--- src/rtl/store_buffer_pkg.sv ---
// store_buffer_pkg
//   Shared definitions for the store buffer and its forwarding sub-module:
//   default depth/address width, pointer-width helper and the buffered
//   entry record {word address, data}.
//   The word-address field is sized for the widest supported byte address
//   (SB_MAX_AW). Narrower instances zero-extend into it, so the record
//   layout does not depend on the AW parameter of any single instance.
package store_buffer_pkg;

  localparam int SB_DEPTH_DEFAULT = 4;
  localparam int SB_AW_DEFAULT    = 32;
  localparam int SB_MAX_AW        = 64;
  localparam int SB_WA_W          = SB_MAX_AW - 2;

  typedef struct packed {
    logic [SB_WA_W-1:0] waddr;
    logic [31:0]        data;
  } sb_entry_t;

  // Pointer width for a power-of-two depth; at least one bit.
  function automatic int sb_ptr_w(input int depth);
    return (depth > 1) ? $clog2(depth) : 1;
  endfunction

endpackage

--- src/rtl/sb_forward_match.sv ---
// sb_forward_match
//   Load forwarding for the store buffer. Every slot compares its word
//   address against the load address; among the valid matching slots the
//   youngest one (largest age from head) supplies the data.
// Ports:
//   entries  in   entry storage, indexed by slot
//   head     in   slot index of the oldest buffered store
//   count    in   number of valid entries (0..DEPTH)
//   waddr    in   load word address, zero-extended
//   hit      out  at least one valid entry matched
//   data     out  data of the youngest matching entry (0 when no hit)
module sb_forward_match
  import store_buffer_pkg::*;
#(
  parameter int DEPTH = SB_DEPTH_DEFAULT,
  parameter int PW    = sb_ptr_w(DEPTH)
) (
  input  sb_entry_t          entries [DEPTH],
  input  logic [PW-1:0]      head,
  input  logic [PW:0]        count,
  input  logic [SB_WA_W-1:0] waddr,
  output logic               hit,
  output logic [31:0]        data
);

  logic [DEPTH-1:0] match_vec;

  // A slot is live when its distance from head is below count; DEPTH is a
  // power of two so the subtraction wraps naturally.
  generate
    for (genvar gi = 0; gi < DEPTH; gi++) begin : g_cmp
      logic [PW-1:0] age;
      assign age           = PW'(gi) - head;
      assign match_vec[gi] = ({1'b0, age} < count) && (entries[gi].waddr == waddr);
    end
  endgenerate

  // Walk oldest to youngest; the last match seen is the youngest.
  always_comb begin
    logic [PW-1:0] idx;
    hit  = 1'b0;
    data = '0;
    idx  = '0;
    for (int k = 0; k < DEPTH; k++) begin
      idx = head + PW'(k);
      if (match_vec[idx]) begin
        hit  = 1'b1;
        data = entries[idx].data;
      end
    end
  end

endmodule

--- src/rtl/store_buffer.sv ---
// store_buffer
//   Write buffer placed between the core (multicycle_arm) and data_memory.
//   Stores are queued in a circular FIFO and drained to memory in program
//   order whenever memory is ready and no load owns the memory port. Loads
//   go straight to memory but are satisfied from the youngest buffered store
//   to the same word when one exists.
// Ports:
//   clk, Reset            clock, synchronous active-high reset
//   MemWrite, MemRead     core store / load request
//   DataAdr, WriteData    core byte address (bits [1:0] ignored) and store data
//   ReadData              load data back to core (combinational)
//   Stall                 store refused this cycle (buffer full)
//   Empty                 nothing buffered
//   mem_we/addr/wdata     data-memory write port / shared address
//   mem_rdata, mem_ready  data-memory async read data / write accept
module store_buffer
  import store_buffer_pkg::*;
#(
  parameter int DEPTH = SB_DEPTH_DEFAULT,
  parameter int AW    = SB_AW_DEFAULT
) (
  input  logic          clk,
  input  logic          Reset,
  input  logic          MemWrite,
  input  logic          MemRead,
  input  logic [AW-1:0] DataAdr,
  input  logic [31:0]   WriteData,
  output logic [31:0]   ReadData,
  output logic          Stall,
  output logic          Empty,
  output logic          mem_we,
  output logic [AW-1:0] mem_addr,
  output logic [31:0]   mem_wdata,
  input  logic [31:0]   mem_rdata,
  input  logic          mem_ready
);

  localparam int PW = sb_ptr_w(DEPTH);
  localparam int CW = PW + 1;

  logic [PW-1:0] head_reg, head_next;
  logic [PW-1:0] tail_reg, tail_next;
  logic [CW-1:0] count_reg, count_next;

  // Entry storage carries no reset: validity is defined by count alone.
  sb_entry_t entry_reg [DEPTH];

  logic               full, has_entry;
  logic               load_eff, push, drain;
  logic [SB_WA_W-1:0] req_waddr;
  logic               fwd_hit;
  logic [31:0]        fwd_data;

  assign req_waddr = SB_WA_W'(DataAdr[AW-1:2]);
  assign full      = (count_reg == CW'(DEPTH));
  assign has_entry = (count_reg != '0);

  // A simultaneous store+load is a store; reset masks all requests.
  assign load_eff = MemRead & ~MemWrite & ~Reset;
  assign push     = MemWrite & ~Reset & ~full;
  assign drain    = ~Reset & has_entry & mem_ready & ~load_eff;

  always_comb begin
    head_next  = head_reg;
    tail_next  = tail_reg;
    count_next = count_reg;
    if (Reset) begin
      head_next  = '0;
      tail_next  = '0;
      count_next = '0;
    end else begin
      if (push)  tail_next = tail_reg + 1'b1;
      if (drain) head_next = head_reg + 1'b1;
      count_next = count_reg + CW'(push) - CW'(drain);
    end
  end

  always_ff @(posedge clk) begin
    if (Reset) begin
      head_reg  <= '0;
      tail_reg  <= '0;
      count_reg <= '0;
    end else begin
      head_reg  <= head_next;
      tail_reg  <= tail_next;
      count_reg <= count_next;
    end
  end

  always_ff @(posedge clk) begin
    if (push) begin
      entry_reg[tail_reg] <= '{waddr: req_waddr, data: WriteData};
    end
  end

  sb_forward_match #(
    .DEPTH (DEPTH),
    .PW    (PW)
  ) u_fwd (
    .entries (entry_reg),
    .head    (head_reg),
    .count   (count_reg),
    .waddr   (req_waddr),
    .hit     (fwd_hit),
    .data    (fwd_data)
  );

  // A load owns the memory address; otherwise it points at the head entry.
  assign mem_we    = drain;
  assign mem_addr  = load_eff  ? DataAdr :
                     has_entry ? {entry_reg[head_reg].waddr[AW-3:0], 2'b00} : '0;
  assign mem_wdata = entry_reg[head_reg].data;
  assign ReadData  = (load_eff && fwd_hit) ? fwd_data : mem_rdata;
  assign Stall     = MemWrite & ~Reset & full;
  assign Empty     = Reset | ~has_entry;

endmodule

--- config.mk ---
export PLATFORM = sky130hd
export DESIGN_NAME = store_buffer
export DESIGN_NICKNAME = d
export VERILOG_FILES = /design/src/rtl/store_buffer_pkg.sv /design/src/rtl/sb_forward_match.sv /design/src/rtl/store_buffer.sv
export SDC_FILE = /design/constraint.sdc
export NUM_CORES = 1
export LEC_CHECK = 0
export BUFFER_PORTS_ARGS = -buffer_cell sky130_fd_sc_hd__buf_4
export CAP_MARGIN = 10
export CORE_AREA = 2 2 235 237
export CTS_CLUSTER_DIAMETER = 100
export DETAILED_ROUTE_END_ITERATION = 8
export DIE_AREA = 0 0 237 239
export PLACE_DENSITY = 0.49
export SYNTH_ARGS = -nofsm -noshare
export SYNTH_HDL_FRONTEND = slang
export SYNTH_SLANG_ARGS = --single-unit
--- constraint.sdc ---
create_clock -name clk -period 9.6 [get_ports clk]
set_input_delay 1.92 -clock clk [delete_from_list [all_inputs] [get_ports clk]]
set_output_delay 1.92 -clock clk [all_outputs]
set_load 0.02 [all_outputs]
==> results of run 1 <==
==> stage by stage <==
| step | hold slack, ns | power (mW) |
|---|---|---|
| after floorplan | 0.508 | 1.91 |
| after detailed placement | 0.547 | 2.26 |
| final | 0.560 | 3.28 |
| after CTS | 0.561 | 3.32 |
| after global placement | 0.533 | 2.25 |
| after global routing | 0.588 | 3.43 |
==> cell type report <==
cell class,count,area share
diodes,2,0.000288
clock buffers,34,0.0440
clock inverters,16,0.00769
inverters,10,0.00216
multi-input cells,816,0.366
flip-flops and latches,255,0.437
well taps,704,0.0506
repair buffers,216,0.0932
==> power by group through the flow <==
| stage | sequential [mW] | combinational (mW) | clock, mW |
|---|---|---|---|
| finish | 1.34 | 0.892 | 1.05 |
| global route | 1.34 | 0.962 | 1.13 |
| CTS | 1.34 | 0.903 | 1.08 |
| detailed placement | 1.36 | 0.898 | 0 |
| global placement | 1.36 | 0.894 | 0 |
| floorplan | 1.34 | 0.572 | 0 |
==> cells by family (layout without fill, tap and decap cells) <==
group	after synthesis	after routing	share of synthesized area
AO/OA/AOI/OAI	297	297	0.137
flip-flops	255	255	0.526
AND/OR/NAND/NOR	224	224	0.0714
multiplexers	159	159	0.143
XOR/XNOR	125	125	0.0759
buffers and inverters	119	276	0.0369
adder cells (fa/ha/maj)	11	11	0.0101
other	0	2	0
==> layer usage <==
metal,up-vias,global-route usage
li1,4797,-
met1,5021,0.196
met2,268,0.256
met3,54,0.0246
met4,4,0.0366
met5,-,0
==> layout by cell type (no fill, tap or decap), types with 4 or more instances in the layout <==
cell                        count
sky130_fd_sc_hd__nand4_1        8
sky130_fd_sc_hd__nor4_1        32
sky130_fd_sc_hd__mux2_2        64
sky130_fd_sc_hd__nor3_1         9
sky130_fd_sc_hd__xor2_1       114
sky130_fd_sc_hd__edfxtp_1     248
sky130_fd_sc_hd__a211oi_1      34
sky130_fd_sc_hd__ha_1          10
sky130_fd_sc_hd__clkbuf_1       4
sky130_fd_sc_hd__mux2i_1       64
sky130_fd_sc_hd__inv_1          9
sky130_fd_sc_hd__buf_4        216
sky130_fd_sc_hd__nand2_1       39
sky130_fd_sc_hd__clkbuf_16     30
sky130_fd_sc_hd__o22ai_1       32
sky130_fd_sc_hd__dfxtp_1        5
sky130_fd_sc_hd__and2_4         4
sky130_fd_sc_hd__a21oi_1      101
sky130_fd_sc_hd__clkinv_1       6
sky130_fd_sc_hd__mux4_2        31
sky130_fd_sc_hd__nand3_1        8
sky130_fd_sc_hd__xnor2_1       11
sky130_fd_sc_hd__clkinv_2       4
sky130_fd_sc_hd__a22o_1        30
sky130_fd_sc_hd__o21ai_0       64
sky130_fd_sc_hd__nor2_1       104
sky130_fd_sc_hd__a211oi_2      30
==> worst paths after layout <==
path / from / to / slack, ns
worst max register to register: count_reg[0]$_SDFF_PP0_ / entry_reg[111]$_DFFE_PP_ / 6.86
worst min-delay path: tail_reg[1]$_SDFFE_PP0P_ / tail_reg[1]$_SDFFE_PP0P_ / 0.56
worst max-delay path: DataAdr[10] / ReadData[3] / 2.07
worst min register to register: tail_reg[1]$_SDFFE_PP0P_ / tail_reg[1]$_SDFFE_PP0P_ / 0.56
==> critical path: cells and delay by family <==
kind	cells	cell delay, ns
and+or+nand+nor	4	1.42
AOI/OAI and AO/OA	3	1.30
xor gates and xnor gates	1	0.20
buffers and inverters	3	0.76
==> flow_summary.json, run 1 <==
{
  "grt.total_usage": 0.149,
  "fin_crit_sh": 0.785,
  "synth.top_cell.area_share": 0.516,
  "route.detailed.drc": 0,
  "postSynth.asyncResetShare": 0,
  "place_worst_setup_slack_ns": 2.07,
  "totalNegativeSetupSlack_ns": 0,
  "max_cap_viol_count": 0,
  "p_leak_nw": 5.80,
  "grt_setup_unrepaired": "no",
  "initial_core_util": 0.265,
  "ctsHtreeMaxLevel": 1,
  "synthTopCellsByCount": "sky130_fd_sc_hd__edfxtp_1, sky130_fd_sc_hd__xor2_1, sky130_fd_sc_hd__nor2_1, sky130_fd_sc_hd__a21oi_1, sky130_fd_sc_hd__clkbuf_1",
  "detail_route.wl_per_cell_um": 21.2,
  "grt_pass1_wl_mm": 64.2,
  "placedCellCount": 2001,
  "portion_of_total_power_attributed_to_combinational_logic": 0.272,
  "clock_sinks": 255,
  "area.sequential_um2": 7590,
  "floorplan.rows": 86,
  "netlist_top_cells_area": "sky130_fd_sc_hd__edfxtp_1, sky130_fd_sc_hd__xor2_1, sky130_fd_sc_hd__mux2_2",
  "crit_path_top_delay_cell": "sky130_fd_sc_hd__a211oi_4",
  "p_int_mw": 2.25,
  "crit_path_max_fanout": 18,
  "clock-skew-final_ns": 0.0304,
  "wirelength_mm": 43.5,
  "worst_min_path_class": "flop to flop",
  "post_detailed_route_via_to_cell_ratio": 4.94,
  "post_cts_resize_count": 0,
  "finalCriticalPeriod_ns": 7.53,
  "slowest_delay_ns": 0.80,
  "timing_worst_slew_pin_value_ns": 1.22,
  "slew-limit-headroom": 0.184,
  "drt_iter0_markers": 561,
  "final_nets": 1441,
  "num_io_pins": 200,
  "post_dp_cell_area_um2": 16500,
  "count_of_flip_flops_with_a_built_in_enable_after_synthesis": 248,
  "holdPathStages": 2,
  "critical_path.endpoint_type": "primary output",
  "wl_met1_mm": 19.4,
  "nets_in_the_synthesized_netlist": 1302,
  "clk_root_buffer_cell": "sky130_fd_sc_hd__clkbuf_16",
  "synth_area_per_cell_um2": 12.1,
  "largest_register_ffs": 248,
  "detailroute.wirelength.met2_mm": 21.0,
  "cts-buffers-inserted": 30,
  "post_route_cells_drive_above_1_share": 0.296,
  "synth.yosys.warnings": 0,
  "multi_input_comb_area_um2": 6360,
  "required_ns": 7.68,
  "layout.cell_area.non_filler_um2": 17400,
  "drt-pass1-iter-count": 7,
  "final_max_slew_viol_count": 0,
  "fill_cells": 5411,
  "max_clock_freq_mhz": 133,
  "finished_core_util": 0.320,
  "max_buffers_root_to_sink": 3,
  "power_density_nw_per_um2": 189,
  "path_cells": "buf_4 -> xor2_1 -> nor4_1 -> nand4_1 -> nor3_2 -> nand3_1 -> a211oi_4 -> buf_4 -> o21ai_0 -> a21oi_1 -> buf_4",
  "number_of_vias_in_the_routed_layout": 10100,
  "floorplan.die.height_um": 239,
  "seq_power_share": 0.407,
  "insertion_delay_ns": 0.59,
  "timing_hold_violations_final": 0,
  "switching_share": 0.314,
  "number_of_setup_violations_in_the_final_report": 0,
  "worstSetupPathType": "primary input to primary output",
  "synth_cells": 1190,
  "crit_top_cell": "sky130_fd_sc_hd__buf_4",
  "mappedNetlistArea_um2": 14400,
  "cts_setup_buffers": 0,
  "power_frac_clock": 0.321,
  "final_instance_count_without_filler_cells": 2053,
  "syn_to_final_growth_pct": 20.7,
  "synth.largest_area_cell": "sky130_fd_sc_hd__edfxtp_1",
  "place.gp.congestion": 0.803,
  "dp_hpwl_mm": 28.5,
  "rr_worst_depth": 4,
  "synth_seq_area_share": 0.526,
  "most_used_flip_flop_cell_after_synthesis": "sky130_fd_sc_hd__edfxtp_1",
  "chipWidth_um": 237,
  "grt_max_degree": 91,
  "max_vdd_drop_mv": 0.146,
  "synth.most_common_cell": "sky130_fd_sc_hd__edfxtp_1",
  "tritoncts": "built",
  "grt_antenna_before_repair": 3,
  "grt_remaining_overflow": 0,
  "holdBufCountCts": 0,
  "detailroute.wirelength.met3_mm": 2.23,
  "design.core.area_um2": 54300,
  "ys_ff_latch": 255,
  "status": "finished, final reports clean",
  "top_layer_used": "met5",
  "yosysUniqueCellTypes": 39,
  "register_clock_pin_slew_on_the_reported_worst_setup_and_hold_paths_ns": 0.05,
  "worstSetupStartpointType": "primary input",
  "power.net_switching_mw": 1.03,
  "die-area_um2": 56600,
  "ant_nets": 0,
  "timing.final.ws_setup_ns": 2.07,
  "first_global_vias": 10300,
  "io_buffer_count": 199,
  "cp.arrival_ns": 5.61
}
(Power assumes the default switching activity.)
==> run 2: changes to the inputs <==
Settings changed: PLACE_DENSITY 0.49 to 0.51.
Clock period 9.6 ns to 6.85 ns, I/O delays scaled along.
==> flow_summary.json, run 2 (synthesis gave the netlist of run 1 again) <==
{
  "mostFrequentLayoutCell": "sky130_fd_sc_hd__edfxtp_1",
  "grt_antenna_before_repair": 2,
  "totalNegativeSetupSlack_ns": 0,
  "tritoncts": "built",
  "status": "finished, final reports clean",
  "detail_route.wl_per_cell_um": 21.2,
  "slowest_delay_ns": 0.55,
  "clk_root_buffer_cell": "sky130_fd_sc_hd__clkbuf_16",
  "most-common-layout-cells": "sky130_fd_sc_hd__edfxtp_1, sky130_fd_sc_hd__buf_4, sky130_fd_sc_hd__xor2_1",
  "timing.final.ws_setup_ns": 0.867,
  "crit_path_buf_inv_count": 3,
  "worst_hold_startpoint": "tail_reg[1]$_SDFFE_PP0P_",
  "route.detailed.drc": 0,
  "kind_of_cell_adding_the_most_delay_to_the_critical_path": "simple AND/OR/NAND/NOR gates",
  "timing_worst_slew_pin_value_ns": 1.11,
  "fin_crit_sh": 0.873,
  "post_detailed_route_via_to_cell_ratio": 5.00,
  "worstSetupPathType": "primary input to primary output",
  "number_of_setup_violations_in_the_final_report": 0,
  "timing_hold_violations_final": 0,
  "register_to_register_path_setup_slack_ns": 4.10,
  "rr_worst_depth": 4,
  "design.core.area_um2": 54300,
  "finalCriticalPeriod_ns": 5.98,
  "largest_register_ffs": 248,
  "final_max_slew_viol_count": 0,
  "max_clock_freq_mhz": 167,
  "drt_iter0_markers": 680,
  "io_buffer_count": 199,
  "number_of_vias_in_the_routed_layout": 10300,
  "grt_remaining_overflow": 0,
  "timing.hold.worst_endpoint": "tail_reg[1]$_SDFFE_PP0P_",
  "place.gp.congestion": 0.770,
  "wirelength_mm": 43.7,
  "dp_hpwl_mm": 28.6,
  "chipWidth_um": 237,
  "holdBufCountCts": 0,
  "post_cts_resize_count": 0,
  "grt_max_degree": 115,
  "crit_top_cell": "sky130_fd_sc_hd__buf_4",
  "cts_setup_buffers": 0,
  "final_nets": 1446,
  "clock-skew-final_ns": 0.0295,
  "max_cap_viol_count": 0,
  "syn_to_final_growth_pct": 21.4,
  "floorplan.die.height_um": 239,
  "path_cells": "buf_4 -> xor2_1 -> nor4_1 -> nand4_1 -> or3_4 -> and2_0 -> mux4_2 -> buf_12 -> a211oi_2 -> a21oi_1 -> buf_4",
  "die-area_um2": 56600,
  "crit_path_top_delay_cell": "sky130_fd_sc_hd__nor4_1",
  "grt_setup_unrepaired": "no",
  "cts-buffers-inserted": 31,
  "floorplan.rows": 86,
  "max_buffers_root_to_sink": 3,
  "slew-limit-headroom": 0.259,
  "holdPathStages": 2,
  "insertion_delay_ns": 0.58,
  "first_global_vias": 10200,
  "fill_cells": 5443,
  "place_worst_setup_slack_ns": 0.921,
  "worstSetupStartpointType": "primary input",
  "timing.rr.start": "count_reg[0]$_SDFF_PP0_",
  "post_route_cells_drive_above_1_share": 0.301,
  "drt-pass1-iter-count": 5,
  "worst_min_path_class": "flop to flop",
  "cp.arrival_ns": 4.61,
  "initial_core_util": 0.265,
  "p_leak_nw": 5.86,
  "grt_pass1_wl_mm": 64.0,
  "crit_path_max_fanout": 32,
  "grt.total_usage": 0.149,
  "critical_path.endpoint_type": "primary output",
  "max_vdd_drop_mv": 0.189,
  "clock_sinks": 255,
  "register_clock_pin_slew_on_the_reported_worst_setup_and_hold_paths_ns": 0.06,
  "num_io_pins": 200,
  "crit-reg2reg-capture": "entry_reg[132]$_DFFE_PP_",
  "ant_nets": 0,
  "required_ns": 5.48,
  "power_density_nw_per_um2": 266,
  "ctsHtreeMaxLevel": 1
}
[run 2: cell types whose count changed in the layout (fill, tap and decap cells not counted), sizes merged]
cell,previous run,this run
buf,216,220
clkbuf,34,38
diode,2,1
inv,10,14
[run 2: worst max-delay path by stage]
stage | endpoint | slack (ns) | cells past startpoint | startpoint
global route | ReadData[4] | 0.61 | 15 | head_reg[0]$_SDFFE_PP0P_
floorplan | ReadData[0] | 1.80 | 10 | DataAdr[8]
detailed placement | ReadData[29] | 0.92 | 11 | DataAdr[21]
CTS | ReadData[29] | 0.89 | 11 | DataAdr[21]
finish | ReadData[29] | 0.87 | 11 | DataAdr[21]
global placement | ReadData[29] | 0.92 | 11 | DataAdr[21]
[run 2: final cells by class]
cell class | count | area, um2 | area share
Antenna cell | 1 | 2.50 | 0.000143
Clock buffer | 38 | 802 | 0.0458
Clock inverter | 20 | 143 | 0.00815
Inverter | 10 | 37.5 | 0.00214
Multi-Input combinational cell | 816 | 6370 | 0.364
Sequential cell | 255 | 7590 | 0.434
Tap cell | 704 | 881 | 0.0503
Timing Repair Buffer | 220 | 1680 | 0.0958
[run 2: power by group]
| group | internal [mW] | leakage (nW) | switching [mW] | total [mW] |
|---|---|---|---|---|
| logic | 0.516 | 3.09 | 0.744 | 1.26 |
| registers | 1.81 | 2.31 | 0.0556 | 1.86 |
| clock network | 0.872 | 0.457 | 0.668 | 1.54 |
[run 2: per-stage QoR]
step                      cells  area [um2]  total power, mW  hold slack, ns   util
after floorplan            1190       14400             2.67           0.508      -
after global placement     2005       16600             3.16           0.530  0.305
after detailed placement   2005       16600             3.16           0.552  0.305
after CTS                  2063       17500             4.72           0.562  0.322
after global routing       2063       17500             4.87           0.622  0.322
final                      2064       17500             4.66           0.553  0.322
[run 2: worst min-delay path, stage by stage (launching register included)]
cell and delay (ns):
sky130_fd_sc_hd__dfxtp_1 0.33, sky130_fd_sc_hd__inv_1 0.10, sky130_fd_sc_hd__o31ai_1 0.08
[run 2: layer usage]
layer,global-route usage,part of all wire,vias to the layer above
met5,0,0.00023,-
met4,0.0520,0.030,2
met3,0.0308,0.055,81
met2,0.261,0.49,283
met1,0.183,0.42,5121
li1,-,-,4823
==> run 3: changes to the inputs <==
Settings changed: GPL_TIMING_DRIVEN set to 0.
==> flow_summary.json, run 3 (synthesis gave the netlist of run 1 again) <==
{
  "post_detailed_route_via_to_cell_ratio": 5.11,
  "place_worst_setup_slack_ns": 0.148,
  "num_io_pins": 200,
  "place.gp.congestion": 0.823,
  "grt.total_usage": 0.174,
  "seq_power_share": 0.378,
  "status": "finished, final reports clean",
  "cts-buffers-inserted": 31,
  "most-common-layout-cells": "sky130_fd_sc_hd__edfxtp_1, sky130_fd_sc_hd__buf_4, sky130_fd_sc_hd__xor2_1",
  "drt-pass1-iter-count": 7,
  "grt_remaining_overflow": 0,
  "insertion_delay_ns": 0.57,
  "power_density_nw_per_um2": 273,
  "clock-skew-final_ns": 0.00808,
  "design.core.area_um2": 54300,
  "fin_worst_hold_slack_ns": 0.560,
  "register_clock_pin_slew_on_the_reported_worst_setup_and_hold_paths_ns": 0.06,
  "detailroute.wirelength.met2_mm": 24.6,
  "initial_core_util": 0.265,
  "p_int_mw": 3.38,
  "p_leak_nw": 6.03,
  "grt_max_degree": 33,
  "largest_register_ffs": 248,
  "critical_path.endpoint_type": "primary output",
  "final_max_slew_viol_count": 0,
  "tritoncts": "built",
  "timing_worst_slew_pin_value_ns": 1.06,
  "drt_iter0_markers": 936,
  "layout.cell_area.non_filler_um2": 18000,
  "register_to_register_path_setup_slack_ns": 4.04,
  "cts_setup_buffers": 0,
  "holdBufCountCts": 0,
  "timing.rr.start": "head_reg[0]$_SDFFE_PP0P_",
  "grt_setup_unrepaired": "no",
  "cp.arrival_ns": 5.24,
  "timing_hold_violations_final": 0,
  "worstSetupStartpointType": "primary input",
  "grt_pass1_wl_mm": 73.4,
  "top_layer_used": "met5",
  "final_nets": 1541,
  "clk_root_buffer_cell": "sky130_fd_sc_hd__clkbuf_16",
  "max_clock_freq_mhz": 151,
  "mostFrequentLayoutCell": "sky130_fd_sc_hd__edfxtp_1",
  "report.power.total_mw": 4.90,
  "syn_to_final_growth_pct": 24.7,
  "power_frac_clock": 0.343,
  "power.net_switching_mw": 1.52,
  "worst_hold_startpoint": "tail_reg[1]$_SDFFE_PP0P_",
  "detail_route.wl_per_cell_um": 23.5,
  "first_global_vias": 11200,
  "max_vdd_drop_mv": 0.158,
  "route.detailed.drc": 0,
  "finalCriticalPeriod_ns": 6.61,
  "switching_share": 0.310,
  "ant_nets": 0,
  "number_of_vias_in_the_routed_layout": 11000,
  "ctsHtreeMaxLevel": 1,
  "post_cts_resize_count": 1,
  "post_dp_cell_area_um2": 16900,
  "worst_min_path_class": "flop to flop",
  "portion_of_total_power_attributed_to_combinational_logic": 0.279,
  "die-area_um2": 56600,
  "wirelength_mm": 50.6,
  "timing.final.ws_setup_ns": 0.240,
  "io_buffer_count": 199,
  "fin_crit_sh": 0.965,
  "fill_cells": 5468,
  "slew-limit-headroom": 0.293,
  "required_ns": 5.48,
  "floorplan.die.height_um": 239,
  "grt_antenna_before_repair": 5,
  "post_route_cells_drive_above_1_share": 0.280,
  "crit_path_max_fanout": 10,
  "dp_hpwl_mm": 35.4,
  "worstSetupPathType": "primary input to primary output",
  "timing.critical_path.from": "DataAdr[25]",
  "detailroute.wirelength.met3_mm": 3.21,
  "floorplan.rows": 86,
  "clock_sinks": 255,
  "max_cap_viol_count": 0,
  "number_of_setup_violations_in_the_final_report": 0,
  "chipWidth_um": 237,
  "max_buffers_root_to_sink": 3,
  "wl_met1_mm": 21.3
}
run 3: cell count changes in the layout (fill, tap and decap cells not counted), moves of 3 or more:
| cell | change |
|---|---|
| sky130_fd_sc_hd__buf_2 | +11 |
| sky130_fd_sc_hd__clkinv_2 | -3 |
| sky130_fd_sc_hd__clkbuf_1 | +70 |
| sky130_fd_sc_hd__buf_1 | +12 |
| sky130_fd_sc_hd__buf_6 | +10 |
| sky130_fd_sc_hd__buf_4 | -19 |
| sky130_fd_sc_hd__buf_16 | +4 |
| sky130_fd_sc_hd__clkbuf_2 | +4 |
| sky130_fd_sc_hd__inv_6 | -3 |
| sky130_fd_sc_hd__bufinv_16 | +5 |
run 3: path summary, 6_finish.rpt:
| check | end | depth (start not counted) |
|---|---|---|
| max | ReadData[19] | 13 |
| min | tail_reg[1]$_SDFFE_PP0P_ | 2 |
| max reg2reg | head_reg[1]$_SDFFE_PP0P_ | 6 |
| min reg2reg | tail_reg[1]$_SDFFE_PP0P_ | 2 |
run 3: power by group through the flow:
stage	combinational, mW	sequential, mW	clock (mW)
after floorplan	0.801	1.87	0
after global placement	1.36	1.89	0
after detailed placement	1.38	1.88	0
after CTS	1.38	1.85	1.71
after global routing	1.47	1.86	1.77
final	1.37	1.85	1.68
run 3: worst max-delay path, cell delays in order:
cell                       delay [ns]
sky130_fd_sc_hd__buf_4           0.11
sky130_fd_sc_hd__clkbuf_1        0.29
sky130_fd_sc_hd__xor2_1          0.15
sky130_fd_sc_hd__nor4_1          0.50
sky130_fd_sc_hd__nand4_1         0.37
sky130_fd_sc_hd__nor3_1          0.46
sky130_fd_sc_hd__nand3_1         0.12
sky130_fd_sc_hd__a211oi_1        0.55
sky130_fd_sc_hd__buf_2           0.33
sky130_fd_sc_hd__clkbuf_1        0.39
sky130_fd_sc_hd__o21ai_0         0.15
sky130_fd_sc_hd__a21oi_1         0.24
sky130_fd_sc_hd__buf_4           0.19
run 3: final cells by class:
type | instances | area [um2] | area share
flip-flops and latches | 255 | 7590 | 0.422
multi-input cells | 816 | 6320 | 0.352
repair buffers | 206 | 1620 | 0.0900
well taps | 704 | 881 | 0.0490
clock buffers | 33 | 783 | 0.0436
plain buffers | 109 | 499 | 0.0278
clock inverters | 20 | 249 | 0.0138
inverters | 10 | 37.5 | 0.00209
diodes | 2 | 5.00 | 0.000278
run 3: through the flow:
| step | instances | setup TNS (ns) | util |
|---|---|---|---|
| final | 2155 | 0 | 0.331 |
| after global routing | 2155 | 0 | 0.331 |
| after CTS | 2153 | 0 | 0.331 |
| after detailed placement | 2100 | 0 | 0.312 |
| after global placement | 2093 | -1.71 | 0.309 |
| after floorplan | 1190 | 0 | - |
run 3: metal layers:
metal / up-vias / GRT usage
met5: - / 0
met1: 5545 / 0.221
met3: 90 / 0.0348
met2: 369 / 0.299
li1: 4992 / -
met4: 6 / 0.0549
